==> config.mk <==
export PLATFORM = sky130hd
export DESIGN_NAME = hub75_fb_writein
export DESIGN_NICKNAME = d
export VERILOG_FILES = /design/src/rtl/hub75_fb_writein.sv
export SDC_FILE = /design/constraint.sdc
export NUM_CORES = 1
export LEC_CHECK = 0
export CORE_UTILIZATION = 36
export CTS_CLUSTER_SIZE = 8
export DETAILED_ROUTE_END_ITERATION = 7
export GPL_TIMING_DRIVEN = 0
export PLACE_DENSITY = 0.78
export SLEW_MARGIN = 20
export SYNTH_ARGS = -nofsm -noshare
export SYNTH_HDL_FRONTEND = slang
export SYNTH_SLANG_ARGS = --single-unit
==> constraint.sdc <==
create_clock -name clk -period 2.2 [get_ports clk]
set_input_delay 0.44 -clock clk [delete_from_list [all_inputs] [get_ports clk]]
set_output_delay 0.44 -clock clk [all_outputs]
set_load 0.01 [all_outputs]
==> src/rtl/hub75_fb_writein.sv <==
// ---------------------------------------------------------------------------
// hub75_fb_writein
//
// Purpose:
//   Takes a raster pixel stream and writes it into the current line buffer
//   one pixel per accepted beat. When a line is complete, the block asks the
//   framebuffer to store that line. When the last line of the frame is
//   stored, it requests a display/back buffer swap.
//   The line order is y = 0 .. N_BANKS*N_ROWS-1, with bank = y / N_ROWS and
//   row = y mod N_ROWS.
//
// Ports:
//   clk, rst          - clock; asynchronous active-high reset
//   in_data           - pixel word, N_CHANS*N_PLANES bits
//   in_sof            - first pixel of frame marker
//   in_valid/in_ready - pixel handshake
//   fb_wr_data        - line-buffer write data (in_data passthrough)
//   fb_wr_col_addr    - line-buffer column of the write
//   fb_wr_en          - line-buffer write strobe (same cycle as acceptance)
//   fb_wr_bank_addr   - bank of the line being stored
//   fb_wr_row_addr    - row of the line being stored
//   fb_wr_row_store   - one-cycle store request
//   fb_wr_row_swap    - one-cycle line-buffer half swap (with the store)
//   fb_wr_row_rdy     - framebuffer idle, a store may be issued
//   fb_frame_swap     - one-cycle display/back buffer swap
//   frame_done        - one-cycle pulse, identical to fb_frame_swap
//   err_resync        - one-cycle pulse when an SOF forces a resync
//
// Handshake:
//   A pixel transfers on every rising edge where in_valid & in_ready are
//   both 1. in_valid may rise or fall on any cycle. in_data and in_sof are
//   only looked at while in_valid is 1. in_ready is a registered signal and
//   is 1 only in FILL. The line-buffer write (fb_wr_en/data/col_addr) is
//   combinational from the handshake, so it appears in the cycle of the
//   transfer.
//
// Configuration:
//   HUB75_FBW_SOF_RESYNC_EN - if defined, an accepted pixel with in_sof=1
//   that is not at (line 0, col 0) restarts the frame. The pixel goes to
//   col 0, the partial frame is dropped, and err_resync pulses. If the macro
//   is not defined, in_sof is ignored and err_resync stays 0.
// ---------------------------------------------------------------------------
module hub75_fb_writein #(
    parameter int N_BANKS  = 2,
    parameter int N_ROWS   = 32,
    parameter int N_COLS   = 64,
    parameter int N_CHANS  = 3,
    parameter int N_PLANES = 8,
    localparam int DW = N_CHANS * N_PLANES,
    localparam int CW = (N_COLS  > 1) ? $clog2(N_COLS)  : 1,
    localparam int BW = (N_BANKS > 1) ? $clog2(N_BANKS) : 1,
    localparam int RW = (N_ROWS  > 1) ? $clog2(N_ROWS)  : 1
) (
    input  logic          clk,
    input  logic          rst,
    input  logic [DW-1:0] in_data,
    input  logic          in_sof,
    input  logic          in_valid,
    output logic          in_ready,
    output logic [DW-1:0] fb_wr_data,
    output logic [CW-1:0] fb_wr_col_addr,
    output logic          fb_wr_en,
    output logic [BW-1:0] fb_wr_bank_addr,
    output logic [RW-1:0] fb_wr_row_addr,
    output logic          fb_wr_row_store,
    output logic          fb_wr_row_swap,
    input  logic          fb_wr_row_rdy,
    output logic          fb_frame_swap,
    output logic          frame_done,
    output logic          err_resync
);

    typedef enum logic [2:0] {
        S_FILL  = 3'd0,
        S_WAIT  = 3'd1,
        S_STORE = 3'd2,
        S_FLUSH = 3'd3,
        S_SWAP  = 3'd4
    } state_t;

    localparam logic [CW-1:0] COL_LAST  = CW'(N_COLS - 1);
    localparam logic [CW-1:0] COL_ONE   = CW'(1);
    localparam logic [BW-1:0] BANK_LAST = BW'(N_BANKS - 1);
    localparam logic [BW-1:0] BANK_ONE  = BW'(1);
    localparam logic [RW-1:0] ROW_LAST  = RW'(N_ROWS - 1);
    localparam logic [RW-1:0] ROW_ONE   = RW'(1);

    state_t        state;
    logic [CW-1:0] col;
    logic [BW-1:0] bank;
    logic [RW-1:0] row;
    // Set on entry to FLUSH. fb_wr_row_rdy may still show the idle level
    // from before the final store was seen, so the first FLUSH cycle does
    // not trust it.
    logic          flush_first;

    logic accept;
    logic resync;
    logic last_line;

    assign accept    = in_valid & in_ready;
    assign last_line = (bank == BANK_LAST) && (row == ROW_LAST);

`ifdef HUB75_FBW_SOF_RESYNC_EN
    // An SOF anywhere except the true frame start restarts the frame.
    assign resync = accept & in_sof & ((col != '0) | (bank != '0) | (row != '0));
`else
    logic unused_in_sof;
    assign unused_in_sof = in_sof;
    assign resync        = 1'b0;
`endif

    // Line-buffer write path: combinational, in the acceptance cycle.
    assign fb_wr_en        = accept;
    assign fb_wr_data      = in_data;
    assign fb_wr_col_addr  = resync ? '0 : col;
    // The line counter only moves when STORE ends, so these addresses stay
    // on the completed line for the whole store cycle.
    assign fb_wr_bank_addr = bank;
    assign fb_wr_row_addr  = row;

    always_ff @(posedge clk or posedge rst) begin
        if (rst) begin
            state           <= S_FILL;
            col             <= '0;
            bank            <= '0;
            row             <= '0;
            flush_first     <= 1'b0;
            in_ready        <= 1'b1;
            fb_wr_row_store <= 1'b0;
            fb_wr_row_swap  <= 1'b0;
            fb_frame_swap   <= 1'b0;
            frame_done      <= 1'b0;
            err_resync      <= 1'b0;
        end else begin
            // Pulse outputs are low unless the transition below sets them.
            fb_wr_row_store <= 1'b0;
            fb_wr_row_swap  <= 1'b0;
            fb_frame_swap   <= 1'b0;
            frame_done      <= 1'b0;
            err_resync      <= 1'b0;

            case (state)
                S_FILL: begin
                    if (resync) begin
                        // The SOF pixel has already been written at col 0.
                        col        <= COL_ONE;
                        bank       <= '0;
                        row        <= '0;
                        err_resync <= 1'b1;
                    end else if (accept) begin
                        if (col == COL_LAST) begin
                            col      <= '0;
                            state    <= S_WAIT;
                            in_ready <= 1'b0;
                        end else begin
                            col <= col + COL_ONE;
                        end
                    end
                end

                S_WAIT: begin
                    if (fb_wr_row_rdy) begin
                        state           <= S_STORE;
                        fb_wr_row_store <= 1'b1;
                        fb_wr_row_swap  <= 1'b1;
                    end
                end

                S_STORE: begin
                    if (last_line) begin
                        bank        <= '0;
                        row         <= '0;
                        state       <= S_FLUSH;
                        flush_first <= 1'b1;
                    end else begin
                        if (row == ROW_LAST) begin
                            row  <= '0;
                            bank <= bank + BANK_ONE;
                        end else begin
                            row <= row + ROW_ONE;
                        end
                        state    <= S_FILL;
                        in_ready <= 1'b1;
                    end
                end

                S_FLUSH: begin
                    flush_first <= 1'b0;
                    if (!flush_first && fb_wr_row_rdy) begin
                        state         <= S_SWAP;
                        fb_frame_swap <= 1'b1;
                        frame_done    <= 1'b1;
                    end
                end

                S_SWAP: begin
                    state    <= S_FILL;
                    in_ready <= 1'b1;
                end

                default: begin
                    state    <= S_FILL;
                    in_ready <= 1'b1;
                end
            endcase
        end
    end

endmodule

# Word-level counts from Yosys, hierarchy flattened

Cells that the tools add are included.

Flip-flop bits (word level): 19
Bits of input ports: 29
Logic and storage cells: 57

$add $sub $neg: 3
Equal/unequal tests: 11
Mux-type cells: 21
Bitwise operators: 2
Reduce and logical (&&, ||, !) cells: 12

Operators by type and width:

| kind                                                             | count |
|---|---|
| 3-bit two-way mux                                                | 4 |
| 2-bit inequality test (second input constant)                    | 6 |
| 3-bit one-hot mux with 4 select lines                            | 1 |
| 1-bit two-way mux                                                | 10 |
| 5-bit two-way mux                                                | 2 |
| 4-bit AND reduction                                              | 2 |
| 6-bit by 1-bit adder with 6-bit output (second input constant)   | 1 |
| 3-bit by 2-bit == test with 1-bit output (second input constant) | 2 |
| 6-bit == test (second input constant)                            | 1 |
| 6-bit two-way mux                                                | 1 |
| 2-bit AND reduction                                              | 3 |
| 5-bit by 1-bit adder with 5-bit output (second input constant)   | 1 |
| 5-bit == test (second input constant)                            | 1 |
| 2-bit nonzero test                                               | 2 |
| 3-bit by 1-bit == test with 1-bit output (second input constant) | 1 |
| 3-bit logical NOT                                                | 1 |
| 1-bit one-hot mux with 3 select lines                            | 1 |
| 1-bit logical AND                                                | 2 |
| 2-bit two-way mux                                                | 1 |
| 1-bit one-hot mux with 2 select lines                            | 1 |
| 2-bit OR reduction                                               | 1 |
| 1-bit adder (second input constant)                              | 1 |
| 1-bit AND                                                        | 1 |
| 1-bit logical NOT                                                | 1 |
| 1-bit NOT                                                        | 1 |

# Depth between registers and ports, before layout

Gate-level depths: netlist (run 1).

Depth in word-level cells: 4
Mapped depth: 7
Mapped depth without buffers: 6

# Worst setup path before layout (run 1)

No wires, ideal clock.

Kind: register to register
Start point: reg row[0] (netlist: fb_wr_row_addr[0])
End point: reg row[2] (netlist: fb_wr_row_addr[2])
Library setup time: 66 ps
Arrival: 1721 ps
Required time: 2134 ps
Slack: 413 ps
Stages on the path, launching flop included: 7
Path through: dfrtp_1 -> ha_1 -> and3_1 -> ha_1 -> clkbuf_1 -> or4b_1 -> nand2_1

Word-level cells in the longest chain between the ends: 3
Elaborated cells between the ends (all ways): 5
Classes of those cells: 1 x add/sub; 1 x eq/ne; 2 x mux; 1 x reduce/logical

Ends and longest elaborated chain:

| element                                                                 | RTL line      | source |
|---|---|---|
| start: declaration                                                      | 91            | `logic [RW-1:0] row;` |
| start signal: assignment                                                | 181           | `row <= row + ROW_ONE;` |
| 5-bit by 1-bit adder with 5-bit output or 5-bit == test (tied branches) | 181, 102, 177 |  |
| 5-bit two-way mux or 1-bit logical AND (tied branches)                  | 177, 102      |  |
| 5-bit two-way mux (*)                                                   | 171           | `if (last_line) begin` |

Mark *: on every way between the ends. The rest lies on a longest branch, timed or not.
A chain may end at the register's enable or synchronous reset.

# Worst setup path after layout (run 1)

Start point: in in_valid
End point: reg col[1] (netlist: fb_wr_col_addr[1])

Word-level cells in the longest chain between the ends: 2

Ends and longest elaborated chain:

| element                              | RTL line | source |
|---|---|---|
| start: declaration                   | 58       | `input logic in_valid,` |
| 1-bit AND                            | 101      | `assign accept = in_valid & in_ready;` |
| 2-bit AND reduction (no source line) | n/a      |  |
| end signal: assignment               | 157      | `col <= col + COL_ONE;` |
| end: declaration                     | 89       | `logic [CW-1:0] col;` |

No other way between the ends.

==> flow_summary.json, run 1 <==
{
  "finalCriticalPeriod_ns": 2.032,
  "detailroute.wirelength.met3_um": 143,
  "irDropWorstVdd_mv": 0.4123,
  "worstHoldEndpoint": "fb_wr_col_addr[4]$_DFFE_PP0P_",
  "post_route_cells_drive_above_1_share": 0.2242,
  "post_synth_main_area_contributors": "sky130_fd_sc_hd__dfrtp_1, sky130_fd_sc_hd__buf_4, sky130_fd_sc_hd__ha_1",
  "clock-root-buffer": "sky130_fd_sc_hd__clkbuf_4",
  "switch_share": 0.3134,
  "synthesis.yosys.warnings": 0,
  "post-place-ws_ns": -0.1415,
  "rr_startpoint": "state[1]$_DFFE_PP0P_",
  "setup_ws_ns": 0.1678,
  "internal-power_w": 0.0007034,
  "max_cap_viol_count": 0,
  "crit_start_category": "input pin",
  "timing_worst_slew_pin_value_ns": 0.8120,
  "topRoutingLayerUsed": "met4",
  "rows": 20,
  "cellLeakagePower_nw": 0.7719,
  "crit_type": "in -> reg",
  "grt_pass1_wl_um": 4153,
  "most_common_cell_in_the_synthesized_netlist": "sky130_fd_sc_hd__buf_4",
  "dp_hpwl_um": 2039,
  "stdcell_area_um2": 1688,
  "element_type_at_the_critical_path_end": "flip-flop",
  "synth_top_family_by_area": "buffers and inverters",
  "fin_crit_sh": 0.9237,
  "synth.net_count": 148,
  "routed-via-count": 981,
  "cts.repair.resized": 0,
  "viasPerCell": 4.694,
  "outcome": "completed",
  "setup_viol": 0,
  "drt-total-wl_um": 2501,
  "max_fclk_ghz": 0.4921,
  "maxSlewHeadroom": 0.4575,
  "hp-class": "reg -> reg",
  "grt_setup_unrepaired": "false",
  "hold_path.startpoint": "fb_wr_col_addr[4]$_DFFE_PP0P_",
  "crit_chain": "clkdlybuf4s50_1 > nor3b_1 > and2_1 > mux2_2",
  "fp.dieArea_um2": 3439,
  "power.switching_w": 0.0003211,
  "effective_utilization_at_floorplan": 0.3783,
  "cts.hold.buffers_added": 0,
  "htreeDepth": 1,
  "globalRouteOverflowTotal": 0,
  "worstPathRequired_ns": 2.39,
  "power_density_nw_per_um2": 607.0,
  "port-buffer-count": 45,
  "synth_adder_area_share": 0.03250,
  "num_io_pins": 72,
  "worstPathMaxFanout": 8,
  "worst_reg_to_reg_setup_slack_ns": 0.26,
  "syn_area_per_cell_um2": 9.956,
  "yosys-top-cells-count": "sky130_fd_sc_hd__buf_4, sky130_fd_sc_hd__dfrtp_1, sky130_fd_sc_hd__nand2_1",
  "place_inst": 205,
  "syn-instance-count": 116,
  "die_height_um": 58.64,
  "synth.ff_latch_count": 19,
  "comb_power_share": 0.372,
  "grt_use_total": 0.1597,
  "tritoncts": "done",
  "clk-insertion-delay-late_ns": 0.29,
  "ys_async_sr_fraction": 1.000,
  "ys.flop_type": "sky130_fd_sc_hd__dfrtp_1",
  "core-area_um2": 3053,
  "placedInstanceArea_um2": 1660,
  "antenna_found_initial": 0,
  "synth_compound_area_frac": 0.1300,
  "cts_inserted_buffers": 3,
  "fraction_of_power_consumed_by_sequential_logic": 0.459,
  "postCtsSetupBuffers": 0,
  "n_fill_cell": 288,
  "clock_power_share": 0.169,
  "final_core_util": 0.5529,
  "cpMaxStageDelayCell": "sky130_fd_sc_hd__nor3b_1",
  "synth-xor-area-share": 0.02275,
  "worst_clock_skew_ns": 0.005773,
  "final_antenna_net_count": 0,
  "stdcell_count": 209,
  "syn2layout_area_growth_pct": 46.15,
  "drc_errors": 0,
  "whs_path_depth": 1,
  "grt_pass1_vias": 966,
  "yosys-mux-area-fraction": 0.01950,
  "final-hold-violation-count": 0,
  "final_max_slew_viol_count": 0,
  "synth_simple_gate_area_share": 0.1647,
  "synth_area_um2": 1155,
  "post-synth-top-area-cell": "sky130_fd_sc_hd__dfrtp_1",
  "cts.path.max_buffers": 2,
  "n_antenna_cell": 0,
  "slowest_delay_ns": 0.68,
  "drt_first_iter_violations": 23,
  "wl_met2_um": 1342,
  "post_synth_num_cell_types": 36,
  "design.final.nets": 198,
  "r2r_cells": 4,
  "synth_top_area_frac": 0.3900,
  "clock_sinks": 19,
  "routability_congestion": 0.8046,
  "routedLengthMet1_um": 975,
  "detail_route.wl_per_cell_um": 11.97,
  "clk_pin_slew_worst_setup_hold_paths_ns": 0.11,
  "reg2reg_to": "fb_wr_col_addr[1]$_DFFE_PP0P_",
  "synth-seq-area-share": 0.4128,
  "crit_arrival_ns": 2.22,
  "synth_enable_flop_cells": 0,
  "drtPass1Iterations": 4,
  "x_dimension_of_the_die_um": 58.64,
  "grt_start_max_net_pins": 20
}
[flip-flops by register name (all words and copies together) (netlist names)]
name	count
frame_done	1
in_ready	1
state	3
fb_wr_bank_addr	1
fb_wr_row_addr	5
fb_wr_row_swap	1
flush_first	1
fb_wr_col_addr	6
[worst max-delay path by stage]
stage | startpoint | end | slack, ns | cells after the start
floorplan | fb_wr_row_addr[0]$_DFFE_PP0P_ | fb_wr_row_addr[2]$_DFFE_PP0P_ | 0.41 | 6
global placement | in_valid | fb_wr_col_addr[1]$_DFFE_PP0P_ | -0.07 | 4
detailed placement | in_valid | fb_wr_col_addr[1]$_DFFE_PP0P_ | -0.14 | 4
CTS | in_valid | fb_wr_en | 0.18 | 3
global route | in_valid | fb_wr_col_addr[1]$_DFFE_PP0P_ | 0.05 | 4
finish | in_valid | fb_wr_col_addr[1]$_DFFE_PP0P_ | 0.17 | 4
[cell usage in the layout (no fill, tap or decap), types with 3 or more instances in the layout]
cell type                         count
sky130_fd_sc_hd__buf_4               28
sky130_fd_sc_hd__clkbuf_4             3
sky130_fd_sc_hd__a21oi_1              5
sky130_fd_sc_hd__inv_1                3
sky130_fd_sc_hd__a31oi_1              3
sky130_fd_sc_hd__nor2b_1              3
sky130_fd_sc_hd__clkdlybuf4s50_1     45
sky130_fd_sc_hd__nor3b_1              3
sky130_fd_sc_hd__nand2_1              7
sky130_fd_sc_hd__o21ai_0              3
sky130_fd_sc_hd__ha_1                 3
sky130_fd_sc_hd__nand3_1              4
sky130_fd_sc_hd__dfrtp_1             18
sky130_fd_sc_hd__and2_1               3
sky130_fd_sc_hd__and3_1               4
[routing by layer]
layer,vias to the layer above,global-route usage
li1,479,-
met1,451,0.1750
met2,47,0.2956
met3,4,0.02637
met4,0,0.08163
met5,-,0
[stage by stage]
step	setup TNS [ns]	hold WS [ns]	total power, W
final	0	0.5319	0.001025
after global routing	0	0.5608	0.001089
after CTS	0	0.5392	0.001037
after detailed placement	-0.1415	0.5184	0.0008583
after global placement	-0.06875	0.4900	0.0008430
after floorplan	0	0.3904	0.0006584
[power groups by stage]
stage	Clock [W]	Combinational [W]	Sequential [W]
after floorplan	0	0.000170	0.000488
after global placement	0	0.000371	0.000472
after detailed placement	0	0.000383	0.000475
after CTS	0.000183	0.000385	0.000469
after global routing	0.000196	0.000413	0.000479
final	0.000173	0.000381	0.000470
[critical path: cells and delay by family]
family	cells	cell delay (ns)
buffers and inverters	1	0.48
AND/OR/NAND/NOR	2	0.97
multiplexers	1	0.34
[cell type report]
| cell class | instances | area [um2] | share of cell area |
|---|---|---|---|
| Clock buffer | 3 | 22.52 | 0.01334 |
| Inverter | 3 | 11.26 | 0.006672 |
| Clock inverter | 1 | 5.005 | 0.002965 |
| Tap cell | 44 | 55.05 | 0.03262 |
| Buffer | 31 | 236.5 | 0.1401 |
| Timing Repair Buffer | 45 | 450.4 | 0.2669 |
| Multi-Input combinational cell | 63 | 430.4 | 0.2550 |
| Sequential cell | 19 | 476.7 | 0.2824 |
[kinds of logic (layout without fill, tap and decap cells)]
logic type | after synthesis | in the layout
multiplexers | 2 | 2
flip-flops | 19 | 19
adder cells (fa/ha/maj) | 3 | 3
XOR/XNOR | 3 | 3
other | 1 | 1
AO/OA/AOI/OAI | 22 | 22
AND/OR/NAND/NOR | 32 | 32
buffers and inverters | 34 | 83
Note: power is estimated with default switching activity, not from simulation.
==> run 2: changes to the inputs <==
--- a/config.mk
+++ b/config.mk
@@ -9,7 +9,9 @@
 export CTS_CLUSTER_SIZE = 8
 export DETAILED_ROUTE_END_ITERATION = 7
 export GPL_TIMING_DRIVEN = 0
+export HOLD_SLACK_MARGIN = 0.05
 export PLACE_DENSITY = 0.78
+export RECOVER_POWER = 50
 export SLEW_MARGIN = 20
 export SYNTH_ARGS = -nofsm -noshare
 export SYNTH_HDL_FRONTEND = slang
==> flow_summary.json, run 2 (same netlist as run 1, synthesis figures left out) <==
{
  "die_height_um": 58.64,
  "drt_first_iter_violations": 23,
  "cts.hold.buffers_added": 0,
  "fp.dieArea_um2": 3439,
  "power_density_nw_per_um2": 602.2,
  "core-area_um2": 3053,
  "routability_congestion": 0.8046,
  "post_route_cells_drive_above_1_share": 0.2242,
  "num_io_pins": 72,
  "final_common_cell": "sky130_fd_sc_hd__buf_4",
  "rows": 20,
  "x_dimension_of_the_die_um": 58.64,
  "dp_hpwl_um": 2039,
  "viasPerCell": 4.689,
  "cpMaxStageDelayCell": "sky130_fd_sc_hd__nor3b_1",
  "max_fclk_ghz": 0.4921,
  "cellLeakagePower_nw": 0.7772,
  "maxSlewHeadroom": 0.4575,
  "worstPathMaxFanout": 8,
  "detail_route.wl_per_cell_um": 11.92,
  "worst_hold_slack_ns": 0.5319,
  "grt_setup_unrepaired": "false",
  "syn2layout_area_growth_pct": 46.15,
  "tritoncts": "done",
  "postCtsSetupBuffers": 0,
  "effective_utilization_at_floorplan": 0.3783,
  "drt-total-wl_um": 2491,
  "final_antenna_net_count": 0,
  "port-buffer-count": 45,
  "grt_use_total": 0.1597,
  "slowest_delay_ns": 0.68,
  "htreeDepth": 1,
  "routed-via-count": 980,
  "drc_errors": 0,
  "drtPass1Iterations": 4,
  "grt_pass1_vias": 966,
  "fin_crit_sh": 0.9237,
  "cts.path.max_buffers": 2,
  "clock_sinks": 19,
  "clk_pin_slew_worst_setup_hold_paths_ns": 0.11,
  "post-place-ws_ns": -0.1415,
  "crit_start_category": "input pin",
  "irDropWorstVdd_mv": 0.4122,
  "globalRouteOverflowTotal": 0,
  "element_type_at_the_critical_path_end": "flip-flop",
  "outcome": "completed",
  "n_antenna_cell": 0,
  "finalCriticalPeriod_ns": 2.032,
  "setup_ws_ns": 0.1678,
  "largest_register_ff_count": 6,
  "cts_inserted_buffers": 3,
  "crit_type": "in -> reg",
  "clk-insertion-delay-late_ns": 0.29,
  "timing_worst_slew_pin_value_ns": 0.8120,
  "grt_pass1_wl_um": 4153,
  "crit_chain": "clkdlybuf4s50_1 > nor3b_1 > and2_1 > mux2_2",
  "hp-class": "reg -> reg",
  "antenna_found_initial": 0,
  "max_cap_viol_count": 0,
  "layout_common_cells": "sky130_fd_sc_hd__buf_4, sky130_fd_sc_hd__clkdlybuf4s50_1, sky130_fd_sc_hd__dlygate4sd3_1",
  "setup_viol": 0,
  "clock-root-buffer": "sky130_fd_sc_hd__clkbuf_4",
  "final_max_slew_viol_count": 0,
  "cts.repair.resized": 0,
  "worst_clock_skew_ns": 0.005783,
  "crit_arrival_ns": 2.22,
  "grt_start_max_net_pins": 20,
  "r2r_cells": 4,
  "final-hold-violation-count": 0,
  "placedInstanceArea_um2": 1660,
  "stdcell_area_um2": 1688,
  "design.final.nets": 198,
  "worstPathRequired_ns": 2.39,
  "whs_path_depth": 1
}
-- run 2: changes by cell type in the layout (fill, tap and decap cells not counted), sizes merged --
cell           change
clkdlybuf4s50     -20
dlygate4sd3       +20
-- run 2: per-layer routing --
layer  vias up  global-route usage  share of wire
met5         -                   0              0
met4         0             0.08163          0.016
met3         4             0.02637          0.057
met2        47              0.2956           0.54
met1       450              0.1750           0.39
li1        479                   -              -
-- run 2: where the power goes --
| part | switching (W) | internal [W] | leakage, nW |
|---|---|---|---|
| clock | 0.000105 | 0.0000676 | 0.0177 |
| sequential | 0.0000663 | 0.000404 | 0.244 |
| combinational | 0.000149 | 0.000225 | 0.515 |
| total | 0.000320 | 0.000696 | 0.777 |
-- run 2: worst max-delay path: cells and delay by family --
kind / cells / cell delay (ns)
and+or+nand+nor: 2 / 0.97
buffers and inverters: 1 / 0.48
muxes: 1 / 0.34
-- run 2: through the flow --
step	power [W]	setup TNS (ns)	instances	utilization
floorplan	0.0006584	0	116	-
global placement	0.0008430	-0.06875	205	0.5439
detailed placement	0.0008583	-0.1415	205	0.5439
CTS	0.001037	0	209	0.5529
global route	0.001081	0	209	0.5529
finish	0.001016	0	209	0.5529
-- run 2: worst paths after layout --
check,startpoint,end,slack [ns]
worst max-delay path,in_valid,fb_wr_col_addr[1]$_DFFE_PP0P_,0.17
worst min-delay path,fb_wr_col_addr[4]$_DFFE_PP0P_,fb_wr_col_addr[4]$_DFFE_PP0P_,0.53
worst max register to register,state[1]$_DFFE_PP0P_,fb_wr_col_addr[1]$_DFFE_PP0P_,0.26
worst min register to register,fb_wr_col_addr[4]$_DFFE_PP0P_,fb_wr_col_addr[4]$_DFFE_PP0P_,0.53
max in group asynchronous,rst,fb_wr_row_addr[3]$_DFFE_PP0P_,1.08
min in group asynchronous,rst,state[0]$_DFFE_PP0P_,0.68
-- run 2: area by class of cell --
cell class,instances,area [um2]
Sequential cell,19,476.7
Clock buffer,3,22.52
Clock inverter,1,5.005
Inverter,3,11.26
Fill cell,288,1365
Tap cell,44,55.05
Multi-Input combinational cell,63,430.4
Timing Repair Buffer,45,450.4
Buffer,31,236.5
